`config.mk`:
```
export PLATFORM = sky130hd
export DESIGN_NAME = cmp_seq_ctrl_flat
export DESIGN_NICKNAME = d
export VERILOG_FILES = /design/src/rtl/cmp_seq_if.sv /design/src/rtl/cmp_seq_ctrl.sv /design/src/flat_wrapper.sv
export SDC_FILE = /design/constraint.sdc
export NUM_CORES = 1
export LEC_CHECK = 0
export CAP_MARGIN = 10
export CORE_UTILIZATION = 51
export DETAILED_ROUTE_END_ITERATION = 12
export GPL_TIMING_DRIVEN = 0
export MAX_ROUTING_LAYER = met4
export PLACE_DENSITY = 0.8
export SYNTH_ARGS = -nofsm -noshare
export SYNTH_HDL_FRONTEND = slang
export SYNTH_SLANG_ARGS = --single-unit
```
`constraint.sdc`:
```
create_clock -name clk -period 3 [get_ports clk]
set_input_delay 0.3 -clock clk [delete_from_list [all_inputs] [get_ports clk]]
set_output_delay 0.3 -clock clk [all_outputs]
set_load 0.01 [all_outputs]
```
`src/rtl/cmp_seq_if.sv`:
```
// Handshake bundle between a requesting datapath and the wide-operand compare
// sequencer. The requester owns the master modport, the sequencer the slave.
interface cmp_seq_if #(
   parameter int NBYTES = 4
) ();
   localparam int CW = $clog2(NBYTES + 1);

   logic                  in_valid;
   logic                  in_ready;
   logic [8*NBYTES-1:0]   a;
   logic [8*NBYTES-1:0]   b;
   logic                  out_valid;
   logic                  out_ready;
   logic                  greater;
   logic                  lesser;
   logic                  equal;
   logic [CW-1:0]         nbytes_used;
   logic                  busy;

   modport master (
      output in_valid, a, b, out_ready,
      input  in_ready, out_valid, greater, lesser, equal, nbytes_used, busy
   );

   modport slave (
      input  in_valid, a, b, out_ready,
      output in_ready, out_valid, greater, lesser, equal, nbytes_used, busy
   );
endinterface

```
`src/rtl/cmp_seq_ctrl.sv`:
```
// Wide unsigned compare sequencer: walks two NBYTES-wide operands MSB-first
// through one shared 8-bit magnitude comparator, one byte per cycle.
// Optional feature macro: CMP_EARLY_EXIT_EN. When defined the walk stops on the
// first unequal byte; when undefined every job takes exactly NBYTES cycles so
// timing never depends on the data.
module cmp_seq_ctrl #(
   parameter int NBYTES = 4,
   localparam int CW = $clog2(NBYTES + 1)
) (
   input logic       clk,
   input logic       rst,
   cmp_seq_if.slave  bus
);
   localparam int IW = (NBYTES > 1) ? $clog2(NBYTES) : 1;

   typedef enum logic [1:0] {
      S_IDLE,
      S_CMP,
      S_DONE
   } state_t;

   state_t                   state_q, state_d;
   logic [NBYTES-1:0][7:0]   a_q, a_d;
   logic [NBYTES-1:0][7:0]   b_q, b_d;
   logic [IW-1:0]            idx_q, idx_d;
   logic [CW-1:0]            cnt_q, cnt_d;
   logic                     vgt_q, vgt_d;
   logic                     vlt_q, vlt_d;
   logic                     greater_q, greater_d;
   logic                     lesser_q, lesser_d;
   logic                     equal_q, equal_d;
   logic [CW-1:0]            nbytes_q, nbytes_d;

   logic [7:0]               cur_a;
   logic [7:0]               cur_b;
   logic                     byte_gt;
   logic                     byte_lt;
   logic                     held;
   logic                     new_gt;
   logic                     new_lt;
   logic                     exit_now;

   // The single time-shared 8-bit magnitude comparator fed with the current byte
   always_comb begin
      cur_a   = a_q[idx_q];
      cur_b   = b_q[idx_q];
      byte_gt = (cur_a > cur_b);
      byte_lt = (cur_a < cur_b);
   end

   // Sticky verdict merge: the first unequal byte from the MSB side wins, and
   // the decision to leave the compare loop
   always_comb begin
      held   = vgt_q | vlt_q;
      new_gt = held ? vgt_q : byte_gt;
      new_lt = held ? vlt_q : byte_lt;
`ifdef CMP_EARLY_EXIT_EN
      exit_now = (idx_q == '0) | byte_gt | byte_lt;
`else
      exit_now = (idx_q == '0);
`endif
   end

   // Next-state and next-output computation for the sequencer
   always_comb begin
      state_d   = state_q;
      a_d       = a_q;
      b_d       = b_q;
      idx_d     = idx_q;
      cnt_d     = cnt_q;
      vgt_d     = vgt_q;
      vlt_d     = vlt_q;
      greater_d = greater_q;
      lesser_d  = lesser_q;
      equal_d   = equal_q;
      nbytes_d  = nbytes_q;
      unique case (state_q)
         S_IDLE: begin
            if (bus.in_valid) begin
               a_d     = bus.a;
               b_d     = bus.b;
               idx_d   = IW'(NBYTES - 1);
               cnt_d   = '0;
               vgt_d   = 1'b0;
               vlt_d   = 1'b0;
               state_d = S_CMP;
            end
         end
         S_CMP: begin
            cnt_d = cnt_q + CW'(1);
            vgt_d = new_gt;
            vlt_d = new_lt;
            if (exit_now) begin
               greater_d = new_gt;
               lesser_d  = new_lt;
               equal_d   = ~new_gt & ~new_lt;
               nbytes_d  = cnt_q + CW'(1);
               state_d   = S_DONE;
            end else begin
               idx_d = idx_q - IW'(1);
            end
         end
         S_DONE: begin
            if (bus.out_ready) begin
               state_d = S_IDLE;
            end
         end
         default: state_d = S_IDLE;
      endcase
   end

   // All sequencer state and registered result outputs; reset discards any job
   always_ff @(posedge clk or posedge rst) begin
      if (rst) begin
         state_q   <= S_IDLE;
         a_q       <= '0;
         b_q       <= '0;
         idx_q     <= '0;
         cnt_q     <= '0;
         vgt_q     <= 1'b0;
         vlt_q     <= 1'b0;
         greater_q <= 1'b0;
         lesser_q  <= 1'b0;
         equal_q   <= 1'b0;
         nbytes_q  <= '0;
      end else begin
         state_q   <= state_d;
         a_q       <= a_d;
         b_q       <= b_d;
         idx_q     <= idx_d;
         cnt_q     <= cnt_d;
         vgt_q     <= vgt_d;
         vlt_q     <= vlt_d;
         greater_q <= greater_d;
         lesser_q  <= lesser_d;
         equal_q   <= equal_d;
         nbytes_q  <= nbytes_d;
      end
   end

   assign bus.in_ready    = (state_q == S_IDLE);
   assign bus.out_valid   = (state_q == S_DONE);
   assign bus.busy        = (state_q != S_IDLE);
   assign bus.greater     = greater_q;
   assign bus.lesser      = lesser_q;
   assign bus.equal       = equal_q;
   assign bus.nbytes_used = nbytes_q;
endmodule

```
`src/flat_wrapper.sv`:
```
// flat-port wrapper written by rule: the top's interface ports become plain ports
module cmp_seq_ctrl_flat 
#(
   parameter int NBYTES = 4,
   localparam int CW = $clog2(NBYTES + 1)
)
  (clk, rst, bus_in_valid, bus_a, bus_b, bus_out_ready, bus_in_ready, bus_out_valid, bus_greater, bus_lesser, bus_equal, bus_nbytes_used, bus_busy);
  cmp_seq_if #(.NBYTES(NBYTES)) bus_i ();
  input logic clk;
  input logic rst;
  input wire logic [$bits(bus_i.in_valid)-1:0] bus_in_valid;
  input wire logic [$bits(bus_i.a)-1:0] bus_a;
  input wire logic [$bits(bus_i.b)-1:0] bus_b;
  input wire logic [$bits(bus_i.out_ready)-1:0] bus_out_ready;
  output wire logic [$bits(bus_i.in_ready)-1:0] bus_in_ready;
  output wire logic [$bits(bus_i.out_valid)-1:0] bus_out_valid;
  output wire logic [$bits(bus_i.greater)-1:0] bus_greater;
  output wire logic [$bits(bus_i.lesser)-1:0] bus_lesser;
  output wire logic [$bits(bus_i.equal)-1:0] bus_equal;
  output wire logic [$bits(bus_i.nbytes_used)-1:0] bus_nbytes_used;
  output wire logic [$bits(bus_i.busy)-1:0] bus_busy;
  assign bus_i.in_valid = bus_in_valid;
  assign bus_i.a = bus_a;
  assign bus_i.b = bus_b;
  assign bus_i.out_ready = bus_out_ready;
  assign bus_in_ready = bus_i.in_ready;
  assign bus_out_valid = bus_i.out_valid;
  assign bus_greater = bus_i.greater;
  assign bus_lesser = bus_i.lesser;
  assign bus_equal = bus_i.equal;
  assign bus_nbytes_used = bus_i.nbytes_used;
  assign bus_busy = bus_i.busy;
  cmp_seq_ctrl #(.NBYTES(NBYTES)) u_core (.clk(clk), .rst(rst), .bus(bus_i));
endmodule
```
==> metrics.log, run 1 <==
INFO  metric timing.final.crit_period = 2.76 ns
INFO  metric critical_path_peak_fanout = 10
INFO  metric timing.hold.ws = 0.320 ns
INFO  metric grt_antenna_before_repair = 0
INFO  metric clk_root_buffer_cell = sky130_fd_sc_hd__clkbuf_8
INFO  metric cp_data_required_time = 3.22 ns
INFO  metric dp.final_hpwl = 5770 microns
INFO  metric floorplan.io_pins = 77
INFO  metric count_of_final_hold_check_violations = 0
INFO  metric rows = 30
INFO  metric post_synth_top_area_cell = sky130_fd_sc_hd__dfrtp_1
INFO  metric post-cts-setup-buffers = 0
INFO  metric placement.io_buffers = 76
INFO  metric drtIter0Drc = 137
INFO  metric slew_limit_headroom = 65.1%
INFO  metric dpl-instance-area = 0.00454 sq mm
INFO  metric cts.htree.levels = 3
INFO  metric ys_ff_latch = 79
INFO  metric gp_congestion = 0.802
INFO  metric outcome = complete, no violations
INFO  metric vdd_ir_drop_max = 0.504 mV
INFO  metric synth_warnings = 0
INFO  metric drt-total-wl = 8230 microns
INFO  metric synthCells = 382
INFO  metric share_of_the_synthesized_area_in_the_top_cell_type = 54.3%
INFO  metric die-area = 0.00748 sq mm
INFO  metric drive_gt1_share = 10.8%
INFO  metric yosysSeqAreaShare = 54.3%
INFO  metric grt_overflow = 0
INFO  metric worst-endpoint-arrival = 2.97 ns
INFO  metric grt_pass1_vias = 2995
INFO  metric drv.max_cap_violation_count = 0
INFO  metric cp-start-kind = flop
INFO  metric grt_max_degree = 44
INFO  metric p_leak = 0.00236 uW
INFO  metric mostFrequentLayoutCells = 202 x sky130_fd_sc_hd__nand2_1, 79 x sky130_fd_sc_hd__dfrtp_1, 76 x sky130_fd_sc_hd__clkdlybuf4s50_1, 16 x sky130_fd_sc_hd__mux4_2, 12 x sky130_fd_sc_hd__inv_1
INFO  metric setup.worst_path.class = reg2reg
INFO  metric area_contributors_post_synth = sky130_fd_sc_hd__dfrtp_1 54%, sky130_fd_sc_hd__nand2_1 21%, sky130_fd_sc_hd__mux4_2 9.9%
INFO  metric areaGrowthSynthToFinish = 30.6%
INFO  metric numCtsBuffers = 9
INFO  metric grt_pass1_wl = 14000 microns
INFO  metric clk-insertion-delay-late = 0.35 ns
INFO  metric design.core.area = 0.00683 sq mm
INFO  metric postLayoutCellArea = 0.00476 sq mm
INFO  metric clk_pin_slew = 0.08 ns
INFO  metric start_util = 53.3%
INFO  metric syn_area = 0.00364 sq mm
INFO  metric detail_route.wl_per_cell = 14.4 microns
INFO  metric synthesis.nets = 460
INFO  metric power.density = 1050 mW/mm^2
INFO  metric drt-pass1-iter-count = 4
INFO  metric tightest_slew = 0.523 ns
INFO  metric synth_area_per_cell = 9.53 sq um
INFO  metric report.final.setup_viol = 0
INFO  metric grt_setup_unrepaired = no
INFO  metric drc = 0
INFO  metric die_width = 86.5 microns
INFO  metric antenna_violating_nets_left = 0
INFO  metric grtUsageTotal = 25.9%
INFO  metric fin_util = 69.6%
INFO  metric route.detailed.vias_per_inst = 5.06
INFO  metric cts_tree = built
INFO  metric critical_path.reg2reg.startpoint = u_core.idx_q[0]
INFO  metric cts.hold.buffers_added = 0
INFO  metric clock_tree.buffer_depth = 2
INFO  metric num_antenna_cells = 0
INFO  metric detailroute.via_count = 2884
INFO  metric cts_resized = 0
INFO  metric die_height = 86.5 microns
INFO  metric worst_clock_skew = 0.00646 ns
INFO  metric fin_crit_sh = 91.9%
INFO  metric detailedPlace.worstSlack = 0.259 ns
INFO  metric final.setup.tns = 0 ns
INFO  metric layout.nets = 548
INFO  metric commonest_non_fill_non_tap_cell_in_the_layout = sky130_fd_sc_hd__nand2_1
INFO  metric max_freq = 0.363 GHz
INFO  metric final-max-slew-violation-count = 0
INFO  metric clock-sinks = 79
INFO  metric hp-class = in2async
INFO  metric crit_start = u_core.idx_q[0]
INFO  metric ys_types = 29
INFO  metric worst_slack = 0.244 ns
INFO  metric cp-end-kind = flop
final timing paths:
path                       slack, ns  cells past startpoint             end
setup / recovery                0.24                      8    u_core.vgt_q
hold / removal                  0.32                      2  u_core.b_q[31]
setup reg to reg                0.24                      8    u_core.vgt_q
hold reg to reg                 0.48                      2  u_core.a_q[21]
max in group asynchronous       2.09                      3  u_core.a_q[17]
min in group clk                0.46                      3   u_core.b_q[6]
flip-flops by register name, indices dropped and copies added, names as in the netlist:
register,cells
u_core.a_q,32
u_core.b_q,32
u_core.bus.nbytes_used,3
u_core.cnt_q,3
u_core.idx_q,2
u_core.state_q,2
u_core.bus.equal,1
u_core.bus.greater,1
u_core.bus.lesser,1
u_core.vgt_q,1
u_core.vlt_q,1
critical path, cell delays in order (launching register included):
cell,delay (ns)
sky130_fd_sc_hd__dfrtp_1,0.33
sky130_fd_sc_hd__buf_4,0.24
sky130_fd_sc_hd__buf_4,0.26
sky130_fd_sc_hd__mux4_2,0.54
sky130_fd_sc_hd__ha_1,0.34
sky130_fd_sc_hd__a21oi_1,0.15
sky130_fd_sc_hd__nand2_1,0.11
sky130_fd_sc_hd__a2111oi_4,0.50
sky130_fd_sc_hd__o31ai_1,0.15
metrics by stage:
stage	std cells	power, uW
3_3_place_gp	554	4030
5_1_grt	570	5400
2_1_floorplan	382	3460
4_1_cts	570	5020
6_report	570	4990
3_5_place_dp	555	4140
Yosys cell counts:
master / number
sky130_fd_sc_hd__o21ai_2: 1
sky130_fd_sc_hd__ha_1: 10
sky130_fd_sc_hd__buf_2: 10
sky130_fd_sc_hd__buf_1: 3
sky130_fd_sc_hd__nand4_1: 2
sky130_fd_sc_hd__mux2_2: 1
sky130_fd_sc_hd__a2111oi_4: 1
sky130_fd_sc_hd__clkbuf_1: 3
sky130_fd_sc_hd__nand2_1: 202
sky130_fd_sc_hd__nor2b_1: 1
sky130_fd_sc_hd__or4_4: 1
sky130_fd_sc_hd__inv_1: 13
sky130_fd_sc_hd__buf_4: 3
sky130_fd_sc_hd__o211ai_1: 1
sky130_fd_sc_hd__and2b_2: 1
sky130_fd_sc_hd__nor2_1: 9
sky130_fd_sc_hd__xnor2_1: 1
sky130_fd_sc_hd__a21oi_1: 5
sky130_fd_sc_hd__dfrtp_1: 79
sky130_fd_sc_hd__and2_1: 1
sky130_fd_sc_hd__nand3_1: 2
sky130_fd_sc_hd__nand2b_1: 2
sky130_fd_sc_hd__o31a_1: 1
sky130_fd_sc_hd__or2b_1: 1
sky130_fd_sc_hd__a22o_1: 1
sky130_fd_sc_hd__nand2_2: 1
sky130_fd_sc_hd__o31ai_1: 2
sky130_fd_sc_hd__mux4_2: 16
sky130_fd_sc_hd__o21ai_0: 8
report_power, final:
part	leakage, uW	internal, uW	switching, uW
clock	0.000109	485	376
combinational	0.00127	1090	1200
sequential	0.000977	1570	273
total	0.00236	3140	1850
cell type report:
type / count / area (sq um)
fill: 557 / 2080
inverter: 13 / 51.3
clock inverter: 4 / 70.1
clock buffer: 11 / 141
tap: 96 / 120
sequential: 79 / 1980
timing repair buffer: 77 / 781
multi-input combinational: 271 / 1520
buffer: 19 / 95.1
per-layer routing:
metal / up-vias / global-route usage, % / wire length, microns
li1: 1394 / - / -
met1: 1388 / 33.7 / 3530
met2: 88 / 40.0 / 4080
met3: 14 / 4.67 / 446
met4: 0 / 12.0 / 163
met5: - / - / 0
cells by family after synthesis:
| group | count (synthesis) | synth area share, % |
|---|---|---|
| mux | 17 | 10.2 |
| simple gates | 223 | 24.0 |
| flops | 79 | 54.3 |
| compound gates | 20 | 3.88 |
| fa+ha+maj | 10 | 3.44 |
| xor+xnor | 1 | 0.241 |
| buf+inv | 32 | 3.95 |
(Power assumes the default switching activity.)
==> run 2: changes to the inputs <==
Settings changed: PLACE_DENSITY 0.8 to 0.89, SETUP_SLACK_MARGIN set to 0.05.
==> run 2 against run 1 <==
  * Critical path depth stayed put
  * Maximum frequency is 1.5% lower
  * Cell area down 0.26%
  * Clock-buffer cell count stayed put
  * Cell count is 0.18% higher
  * First-iteration DRC count is 49% higher
  * Clock skew fell by 0.00071 ns
  * Register-to-register slack worse by 0.04 ns
  * Sequential share of layout area up 0.11 points
  * Die area unchanged
  * Global-route usage grew 0.36 points
  * Largest cell class unchanged
  * Largest power group unchanged
==> metrics.log, run 2 (synthesized netlist as in run 1, its figures left out) <==
INFO  metric drc = 0
INFO  metric wl_met3 = 455 microns
INFO  metric reg2reg_setup_slack = 0.20 ns
INFO  metric drv.max_cap_violation_count = 0
INFO  metric report.final.setup_viol = 0
INFO  metric final.setup.tns = 0 ns
INFO  metric fillers = 508
INFO  metric dp.final_hpwl = 6300 microns
INFO  metric final-max-slew-violation-count = 0
INFO  metric layout.area.seq = 0.00198 sq mm
INFO  metric hp-class = in2async
INFO  metric drive_gt1_share = 10.9%
INFO  metric critical_path.cell_chain = buf_4 -> buf_4 -> mux4_2 -> ha_1 -> a21oi_1 -> nand2_1 -> a2111oi_4 -> o31ai_1
INFO  metric crit_path_frequent_cell = sky130_fd_sc_hd__buf_4
INFO  metric rows = 30
INFO  metric design.core.area = 0.00683 sq mm
INFO  metric tightest_slew = 0.540 ns
INFO  metric clock_tree.buffer_depth = 2
INFO  metric gp_congestion = 0.812
INFO  metric cp-end-kind = flop
INFO  metric cp_data_required_time = 3.22 ns
INFO  metric grt_max_degree = 42
INFO  metric die-area = 0.00748 sq mm
INFO  metric wl_met1 = 3330 microns
INFO  metric critical_path_peak_fanout = 10
INFO  metric cp-start-kind = flop
INFO  metric clk-insertion-delay-late = 0.35 ns
INFO  metric die_width = 86.5 microns
INFO  metric fin_util = 69.4%
INFO  metric drt-pass1-iter-count = 4
INFO  metric number_of_buffers_and_inverters_on_the_critical_path = 2
INFO  metric grt_antenna_before_repair = 0
INFO  metric critical_path.slowest_cell = sky130_fd_sc_hd__mux4_2
INFO  metric placement.io_buffers = 76
INFO  metric mostFrequentLayoutCells = 202 x sky130_fd_sc_hd__nand2_1, 79 x sky130_fd_sc_hd__dfrtp_1, 76 x sky130_fd_sc_hd__clkdlybuf4s50_1, 16 x sky130_fd_sc_hd__mux4_2, 12 x sky130_fd_sc_hd__inv_1
INFO  metric clk_pin_slew = 0.08 ns
INFO  metric regToRegEndpoint = u_core.vgt_q
INFO  metric drt-total-wl = 8680 microns
INFO  metric worst-endpoint-arrival = 3.02 ns
INFO  metric cts.hold.buffers_added = 0
INFO  metric post-cts-setup-buffers = 0
INFO  metric cts_tree = built
INFO  metric outcome = complete, no violations
INFO  metric grtUsageTotal = 26.3%
INFO  metric timing.final.crit_period = 2.80 ns
INFO  metric worst_clock_skew = 0.00575 ns
INFO  metric critical-path-top-delay-family = compound AO/OA/AOI/OAI gates
INFO  metric fin_crit_sh = 93.3%
INFO  metric floorplan.io_pins = 77
INFO  metric cts_resized = 0
INFO  metric commonest_non_fill_non_tap_cell_in_the_layout = sky130_fd_sc_hd__nand2_1
INFO  metric grt_setup_unrepaired = no
INFO  metric critical-path-max-stage-delay = 0.56 ns
INFO  metric drtIter0Drc = 204
INFO  metric start_util = 53.3%
INFO  metric worst_slack = 0.201 ns
INFO  metric critical_path.reg2reg.startpoint = u_core.idx_q[0]
INFO  metric postLayoutCellArea = 0.00474 sq mm
INFO  metric largest_regs = u_core.a_q (32), u_core.b_q (32)
INFO  metric detailroute.via_count = 3027
INFO  metric num_antenna_cells = 0
INFO  metric multiInputGateArea = 0.00152 sq mm
INFO  metric count_of_final_hold_check_violations = 0
INFO  metric detail_route.wl_per_cell = 15.2 microns
INFO  metric power.density = 1060 mW/mm^2
INFO  metric clk_root_buffer_cell = sky130_fd_sc_hd__clkbuf_8
INFO  metric areaGrowthSynthToFinish = 30.3%
INFO  metric slew_limit_headroom = 64.0%
INFO  metric detailedPlace.worstSlack = 0.162 ns
INFO  metric grt_overflow = 0
INFO  metric finalPower = 5020 uW
INFO  metric die_height = 86.5 microns
INFO  metric antenna_violating_nets_left = 0
INFO  metric grt_pass1_vias = 3140
INFO  metric vdd_ir_drop_max = 0.415 mV
INFO  metric numCtsBuffers = 9
INFO  metric top_signal_layer_used = met4
INFO  metric p_leak = 0.00234 uW
INFO  metric critical_path_cell_count = 8
INFO  metric clock-sinks = 79
INFO  metric route.detailed.vias_per_inst = 5.30
INFO  metric cts.htree.levels = 3
INFO  metric grt_pass1_wl = 14200 microns
INFO  metric max_freq = 0.357 GHz
INFO  metric layout.nets = 548
INFO  metric setup.worst_path.class = reg2reg
INFO  metric worst_r2r_path_depth = 8
INFO  metric met2RoutedLength = 4590 microns
INFO  metric dpl-instance-area = 0.00454 sq mm
-- run 2: cell types whose count changed in the layout (fill, tap and decap cells not counted), sizes merged --
cell      previous run  this run
clkinvlp             0         3
bufinv               2         1
clkinv               2         1
-- run 2: cell type report --
type / count / share of cell area (%)
multi-input cells: 271 / 32.0
clock inverters: 5 / 1.21
clock buffers: 11 / 2.98
inverters: 13 / 1.08
flip-flops and latches: 79 / 41.7
well taps: 96 / 2.53
repair buffers: 77 / 16.5
plain buffers: 19 / 2.00
-- run 2: per-layer routing --
layer / vias to the layer above / global-route usage (%)
met2: 110 / 45.0
met4: 0 / 14.5
met5: - / -
met3: 32 / 4.48
li1: 1398 / -
met1: 1487 / 29.2
-- run 2: how the worst max path moves through the flow --
stage | to | from | slack [ns]
after floorplan | u_core.bus.greater | u_core.idx_q[0] | 0.53
after global placement | u_core.a_q[10] | rst | -0.44
after detailed placement | u_core.vgt_q | u_core.idx_q[0] | 0.16
after CTS | u_core.vlt_q | u_core.idx_q[0] | 0.13
after global routing | u_core.bus.greater | u_core.idx_q[0] | 0.09
final | u_core.vgt_q | u_core.idx_q[0] | 0.20
-- run 2: per-stage QoR --
step	hold WS, ns	std cells
after floorplan	0.405	382
after global placement	0.453	554
after detailed placement	0.461	555
after CTS	0.348	571
after global routing	0.376	571
final	0.330	571
-- run 2: power breakdown --
group | internal [uW] | switching, uW | leakage [uW]
clock | 406 | 392 | 0.0000916
sequential | 1570 | 289 | 0.000977
combinational | 1100 | 1260 | 0.00127
total | 3070 | 1940 | 0.00234
